### src/rtl/acc_drain_pkg.sv
// Shared types, saturation limits and the flat-vector column helper for the accumulator drain serializer.
package acc_drain_pkg;

  typedef enum logic [0:0] {
    IDLE  = 1'b0,
    DRAIN = 1'b1
  } drain_state_e;

  localparam logic [0:0] ST_IDLE  = IDLE;
  localparam logic [0:0] ST_DRAIN = DRAIN;

  localparam int SAT_MAX = 127;
  localparam int SAT_MIN = -128;

  // Upper bound on N_COLS*ACC_W that the column helper can address.
  localparam int MAX_FLAT_W  = 2048;
  localparam int FLAT_IDX_W  = $clog2(MAX_FLAT_W);

  // Returns bit bitIdx of column col from a zero-extended packed accumulator vector.
  function automatic logic colBit(input logic [MAX_FLAT_W-1:0] flat,
                                  input int                    col,
                                  input int                    bitIdx,
                                  input int                    accW);
    return flat[FLAT_IDX_W'(col * accW + bitIdx)];
  endfunction

endpackage

### src/rtl/acc_drain_serializer_if.sv
// Valid/ready beat stream from the drain serializer to the writeback/requant path.
interface acc_drain_serializer_if #(
  parameter int N_COLS = 8,
  parameter int ACC_W  = 32
);
  localparam int IDX_W = $clog2(N_COLS);

  logic                    m_valid_o;
  logic                    m_ready_i;
  logic signed [ACC_W-1:0] m_data_o;
  logic [IDX_W-1:0]        m_idx_o;
  logic                    m_last_o;

  modport master (
    output m_valid_o,
    output m_data_o,
    output m_idx_o,
    output m_last_o,
    input  m_ready_i
  );

  modport slave (
    input  m_valid_o,
    input  m_data_o,
    input  m_idx_o,
    input  m_last_o,
    output m_ready_i
  );

endinterface

### src/rtl/acc_sat_shift.sv
// Arithmetic right shift followed by a clamp to the signed int8 range, sign-extended back to ACC_W.
module acc_sat_shift
  import acc_drain_pkg::*;
#(
  parameter int ACC_W = 32,
  parameter int SHIFT = 8
) (
  input  logic signed [ACC_W-1:0] d_i,
  output logic signed [ACC_W-1:0] q_o
);

  localparam logic signed [ACC_W-1:0] HI = ACC_W'(SAT_MAX);
  localparam logic signed [ACC_W-1:0] LO = ACC_W'(SAT_MIN);

  logic signed [ACC_W-1:0] shifted;

  // >>> on a signed operand floors toward negative infinity.
  assign shifted = d_i >>> SHIFT;

  always_comb begin
    q_o = shifted;
    if (shifted > HI) begin
      q_o = HI;
    end else if (shifted < LO) begin
      q_o = LO;
    end
  end

endmodule

### src/rtl/acc_drain_serializer.sv
// Snapshots one PE row of accumulators and streams them out one column per valid/ready beat.
// Optional int8 requantisation of each beat is enabled with `define ACC_DRAIN_REQUANT_EN.
module acc_drain_serializer
  import acc_drain_pkg::*;
#(
  parameter int N_COLS   = 8,
  parameter int ACC_W    = 32,
  parameter int RQ_SHIFT = 8
) (
  input  logic                      clk,
  input  logic                      rst_n,
  input  logic                      cap_i,
  input  logic [N_COLS*ACC_W-1:0]   acc_flat_i,
  input  logic                      ovf_clr_i,
  output logic                      busy_o,
  output logic                      ovf_o,
  acc_drain_serializer_if.master    m
);

  localparam int               IDX_W    = $clog2(N_COLS);
  localparam logic [IDX_W-1:0] LAST_IDX = IDX_W'(N_COLS - 1);

  logic [0:0]              state_q, state_d;
  logic [IDX_W-1:0]        idx_q, idx_d;
  logic                    ovf_q, ovf_d;
  logic signed [ACC_W-1:0] shadow_q [N_COLS];

  logic                    draining;
  logic                    handshake;
  logic                    lastBeat;
  logic                    finalHs;
  logic                    capAccept;
  logic                    capDrop;
  logic signed [ACC_W-1:0] rawData;
  logic signed [ACC_W-1:0] beatData;

  assign draining  = (state_q == ST_DRAIN);
  assign handshake = draining & m.m_ready_i;
  assign lastBeat  = draining & (idx_q == LAST_IDX);
  assign finalHs   = handshake & lastBeat;
  // A capture is only taken when idle or exactly on the final beat's handshake.
  assign capAccept = cap_i & (~draining | finalHs);
  assign capDrop   = cap_i & draining & ~finalHs;

  always_comb begin
    state_d = state_q;
    idx_d   = idx_q;
    if (capAccept) begin
      state_d = ST_DRAIN;
      idx_d   = '0;
    end else if (finalHs) begin
      state_d = ST_IDLE;
      idx_d   = '0;
    end else if (handshake) begin
      idx_d = idx_q + IDX_W'(1);
    end
  end

  // A dropped capture outranks a clear arriving in the same cycle.
  always_comb begin
    ovf_d = ovf_q;
    if (capDrop) begin
      ovf_d = 1'b1;
    end else if (ovf_clr_i) begin
      ovf_d = 1'b0;
    end
  end

  always_ff @(posedge clk or negedge rst_n) begin
    if (!rst_n) begin
      state_q <= ST_IDLE;
      idx_q   <= '0;
      ovf_q   <= 1'b0;
    end else begin
      state_q <= state_d;
      idx_q   <= idx_d;
      ovf_q   <= ovf_d;
    end
  end

  always_ff @(posedge clk or negedge rst_n) begin
    if (!rst_n) begin
      for (int c = 0; c < N_COLS; c++) begin
        shadow_q[c] <= '0;
      end
    end else if (capAccept) begin
      for (int c = 0; c < N_COLS; c++) begin
        for (int b = 0; b < ACC_W; b++) begin
          shadow_q[c][b] <= colBit(MAX_FLAT_W'(acc_flat_i), c, b, ACC_W);
        end
      end
    end
  end

  assign rawData = draining ? shadow_q[idx_q] : '0;

`ifdef ACC_DRAIN_REQUANT_EN
  acc_sat_shift #(
    .ACC_W (ACC_W),
    .SHIFT (RQ_SHIFT)
  ) uSatShift (
    .d_i (rawData),
    .q_o (beatData)
  );
`else
  assign beatData = rawData;
`endif

  assign m.m_valid_o = draining;
  assign m.m_data_o  = beatData;
  assign m.m_idx_o   = idx_q;
  assign m.m_last_o  = lastBeat;
  assign busy_o      = draining;
  assign ovf_o       = ovf_q;

endmodule

### src/flat_wrapper.sv
// flat-port wrapper written by rule: the top's interface ports become plain ports
module acc_drain_serializer_flat import acc_drain_pkg::*;
#(
  parameter int N_COLS   = 8,
  parameter int ACC_W    = 32,
  parameter int RQ_SHIFT = 8
)
  (clk, rst_n, cap_i, acc_flat_i, ovf_clr_i, busy_o, ovf_o, m_m_valid_o, m_m_data_o, m_m_idx_o, m_m_last_o, m_m_ready_i);
  acc_drain_serializer_if #(.N_COLS(N_COLS), .ACC_W(ACC_W)) m_i ();
  input  logic clk;
  input  logic rst_n;
  input  logic cap_i;
  input  logic [N_COLS*ACC_W-1:0] acc_flat_i;
  input  logic ovf_clr_i;
  output logic busy_o;
  output logic ovf_o;
  output wire logic [$bits(m_i.m_valid_o)-1:0] m_m_valid_o;
  output wire logic [$bits(m_i.m_data_o)-1:0] m_m_data_o;
  output wire logic [$bits(m_i.m_idx_o)-1:0] m_m_idx_o;
  output wire logic [$bits(m_i.m_last_o)-1:0] m_m_last_o;
  input wire logic [$bits(m_i.m_ready_i)-1:0] m_m_ready_i;
  assign m_m_valid_o = m_i.m_valid_o;
  assign m_m_data_o = m_i.m_data_o;
  assign m_m_idx_o = m_i.m_idx_o;
  assign m_m_last_o = m_i.m_last_o;
  assign m_i.m_ready_i = m_m_ready_i;
  acc_drain_serializer #(.N_COLS(N_COLS), .ACC_W(ACC_W), .RQ_SHIFT(RQ_SHIFT)) u_core (.clk(clk), .rst_n(rst_n), .cap_i(cap_i), .acc_flat_i(acc_flat_i), .ovf_clr_i(ovf_clr_i), .busy_o(busy_o), .ovf_o(ovf_o), .m(m_i));
endmodule
### config.mk
export PLATFORM = sky130hd
export DESIGN_NAME = acc_drain_serializer_flat
export DESIGN_NICKNAME = d
export VERILOG_FILES = /design/src/rtl/acc_drain_pkg.sv /design/src/rtl/acc_drain_serializer_if.sv /design/src/rtl/acc_sat_shift.sv /design/src/rtl/acc_drain_serializer.sv /design/src/flat_wrapper.sv
export SDC_FILE = /design/constraint.sdc
export NUM_CORES = 1
export LEC_CHECK = 0
export ABC_AREA = 1
export BUFFER_PORTS_ARGS = -buffer_cell sky130_fd_sc_hd__buf_2
export CORE_ASPECT_RATIO = 0.8
export CORE_MARGIN = 2
export CORE_UTILIZATION = 40
export CTS_CLUSTER_SIZE = 40
export DETAILED_ROUTE_END_ITERATION = 8
export GPL_TIMING_DRIVEN = 0
export SLEW_MARGIN = 20
export SYNTH_ARGS = -nofsm -noshare
export SYNTH_HDL_FRONTEND = slang
export SYNTH_SLANG_ARGS = --single-unit
### constraint.sdc
create_clock -name clk -period 3 [get_ports clk]
set_clock_uncertainty 0.15 [all_clocks]
set_input_delay 0.15 -clock clk [delete_from_list [all_inputs] [get_ports clk]]
set_output_delay 0.15 -clock clk [all_outputs]
set_load 0.03 [all_outputs]
==> summary.txt <==
Global route
  • Initial antenna violation count: 1
  • GRT Total Usage: 0.2984
  • Gr ovfl total: 0
  • Largest net degree at the start of global routing: 98
  • Number of global-route vias before repair: 14290
  • First-pass GRT wire length: slightly above 80000 um

Setup path
  • Critical path class: flop to output pin
  • RR Startpoint: u_core.m.m_idx_o[1]
  • R2r setup slk: 0.45 ns
  • Critical Path AT: 2.64 ns
  • Reg2reg end: u_core.shadow_q[89]
  • WP buf/inv: 4
  • Slowest library cell on the worst path: dfrtp_2
  • Levels on crit path: 9
  • Worst R2R Path Depth: 8
  • Req. time, crit path: roughly 2.7 ns
  • Cell-by-cell trace of the critical path: inv_1, clkbuf_4, clkbuf_2, nand2_1, nand3_1, nand2_1, nor2_1, nor2_1, buf_2
  • CP endpoint kind: output pin
  • Startpoint types: flop
  • CP Launch Point: u_core.m.m_idx_o[0]
  • CP max stage delay: about 0.44 ns
  • CP top delay family: buffers and inverters
  • Worst Setup EP: m_m_data_o[14]
  • Max FO, Critical Path: 10

Timing
  • Post-layout min period: between 2 and 3 ns
  • Max Slew Vio Count: 0
  • Final hold slack: 0.04646 ns
  • Fin. Hold Viols: 0
  • Relative slew slack: 0.4034
  • Peak Freq: ~0.34 GHz
  • Final setup fails: 0
  • Worst Tran Pin Value: a little under 0.9 ns
  • Crit share post-route: 0.9804
  • Post-route setup slack: just under 0.06 ns
  • RSZ-0062 raised after global routing: no

Die
  • Core area: between 30000 and 40000 sq um
  • Boundary Pins: 300
  • Initial Util: 0.4082
  • Die X: about 210 um
  • Full die area: 35990 sq um
  • DIE HEIGHT: approximately 170 um
  • Rows: 60

Place
  • DP Worst Slack: between 0.03 and 0.04 ns
  • Placer Congestion: about 0.9
  • Input/output buffers: 298
  • Area after DPL: between 15000 and 20000 sq um
  • Post-DP HPWL: 38220 um

Synth
  • Post-synthesis register bit count: about 260
  • Synth warn: 0
  • Synthesized area per cell: a little under 7 sq um
  • Synth Area in XOR/XNOR: 0
  • Cell variety after synth: 18
  • Simple-Gate Fraction of Synth Area: 0.3977
  • Synthesized area: 13790 sq um
  • Synth Area in Compound Gates: 0.002540
  • Seq/Total Area, Yosys: 0.4736
  • Largest family of logic cells by synthesized area: simple AND/OR/NAND/NOR gates
  • Mapped Nets: ~2300
  • Synth Instances: approximately 2000
  • Post-synthesis mux area share: 0
  • Synth Area in Adders: 0.001815

Layout
  • Area grow syn2layout: 41.60%
  • Share of cells above drive strength 1: 0.1686
  • Commonest non-fill, non-tap cells in the layout: nand2_1, nand3_1, buf_2, inv_1
  • Nets: about 2800
  • FILL cells: 3227
  • Commonest non-fill, non-tap cell in the layout: nand2_1
  • Final instance area: ~20000 sq um

Routing
  • Via density: slightly below 5
  • WL final: roughly 54000 um
  • Drt pass-1 iters: 5
  • ANT nets after route: 0
  • Residual DRC: 0
  • DR WL/cell: ~18 um
  • Via count: 14760
  • Initial detailed-routing violation count: around 1400

CTS
  • CTS tree: done
  • Sink Count: ~260
  • Post-CTS Setup Inserts: 0
  • Clock Root Buffer: clkbuf_16
  • Longest Clk Path Bufs: 3
  • Reg clk slew, reported paths: about 0.06 ns
  • Clock Latency Late Sink: between 0.5 and 0.6 ns
  • H-tree depth: 1
  • CTS Buf Count: 29

Power and ir drop
  • PwrDens: between 1000 and 1500 nW/um^2
  • P_leak: 11.08 nW
  • P_sw: about 0.0094 W
  • Comb pwr share: 0.499
  • Maximum VDD drop: roughly 0.63 mV
  • Clk pwr share: 0.183
  • Sw Share: 0.4694
  • Internal power: 0.01059 W
  • Sequential share of power: 0.318

Run status
  • Status: complete, no violations

Hold path
  • Min-delay worst type: primary input to async pin

Flow run
  • Max Cap Viol: 0
-- synthesized netlist by cell type (all sizes together) --
| master | instances | share of area |
|---|---|---|
| nand2 | 836 | 0.23 |
| nand3 | 419 | 0.15 |
| inv | 264 | 0.072 |
| dfrtp | 261 | 0.47 |
| buf | 79 | 0.036 |
| nor2 | 64 | 0.017 |
| clkbuf | 59 | 0.016 |
| o21ai | 4 | 0.0017 |
| ha | 2 | 0.0018 |
| a21oi | 1 | 0.00036 |
| o22ai | 1 | 0.00045 |
| or2 | 1 | 0.00045 |
-- routing by layer --
metal | vias to the layer above | routed length, um | GRT usage | share of wire
li1 | 7247 | - | - | -
met1 | 6837 | 25110 | 0.4294 | 0.47
met2 | 562 | 23250 | 0.4555 | 0.43
met3 | 116 | 3638 | 0.05001 | 0.067
met4 | 0 | 1990 | 0.1017 | 0.037
met5 | - | 0 | 0 | 0
-- flip-flops by register name, summed over array words and instances, names as in the netlist --
| register | flops |
|---|---|
| u_core.ovf_o | 1 |
| u_core.shadow_q | 256 |
| u_core.m.m_idx_o | 3 |
| u_core.busy_o | 1 |
-- final cells by class --
type,count,area [sq um],share of cell area
Antenna cell,2,5.005,0.0002563
Buffer,138,750.7,0.03844
Clock buffer,37,795.8,0.04075
Clock inverter,15,161.4,0.008266
Inverter,264,991.0,0.05075
Multi-Input combinational cell,1328,5562,0.2848
Sequential cell,261,6533,0.3345
Tap cell,434,543.0,0.02781
Timing Repair Buffer,561,4187,0.2144
-- worst register-to-register path, delay by kind of cell (launching register included) --
kind | cells | cell delay [ns]
AOI/OAI and AO/OA | 1 | 0.49
adders and majority gates | 2 | 0.33
buffers and inverters | 3 | 0.80
DFF | 1 | 0.41
and+or+nand+nor | 2 | 0.30
-- worst min-delay path by stage --
stage               startpoint  cells past startpoint                   to
finish                   rst_n                      3  u_core.shadow_q[14]
global route             cap_i                      3        u_core.busy_o
CTS                      cap_i                      3        u_core.busy_o
detailed placement       rst_n                      1  u_core.shadow_q[18]
global placement     ovf_clr_i                      2         u_core.ovf_o
floorplan                rst_n                      0        u_core.busy_o
-- through the flow --
step	total power [W]	setup TNS (ns)	util	cells
finish	0.01995	0	0.5780	3040
detailed placement	0.01583	0	0.4712	2726
floorplan	0.01240	0	-	1991
global placement	0.01568	-856.73	0.4684	2723
CTS	0.01984	0	0.5771	3038
global route	0.02145	0	0.5780	3039
-- power by group through the flow --
stage                     Sequential, W  Combinational (W)  Clock [W]
after global routing            0.00654             0.0111    0.00385
after detailed placement        0.00635            0.00948          0
after CTS                       0.00632            0.00982    0.00370
final                           0.00635            0.00995    0.00365
after floorplan                 0.00612            0.00628          0
after global placement          0.00632            0.00937          0
-- kinds of logic after synthesis --
family                   after synthesis
AND/OR/NAND/NOR                     1320
buffers and inverters                402
adder cells (fa/ha/maj)                2
flip-flops                           261
AO/OA/AOI/OAI                          6
-- repair_timing --
item,CTS,global route
hold buffers,260,0
endpoints found under the hold margin,467,0
endpoints found under the setup margin,32,24
resized for setup,10,25
(Power assumes the default switching activity.)
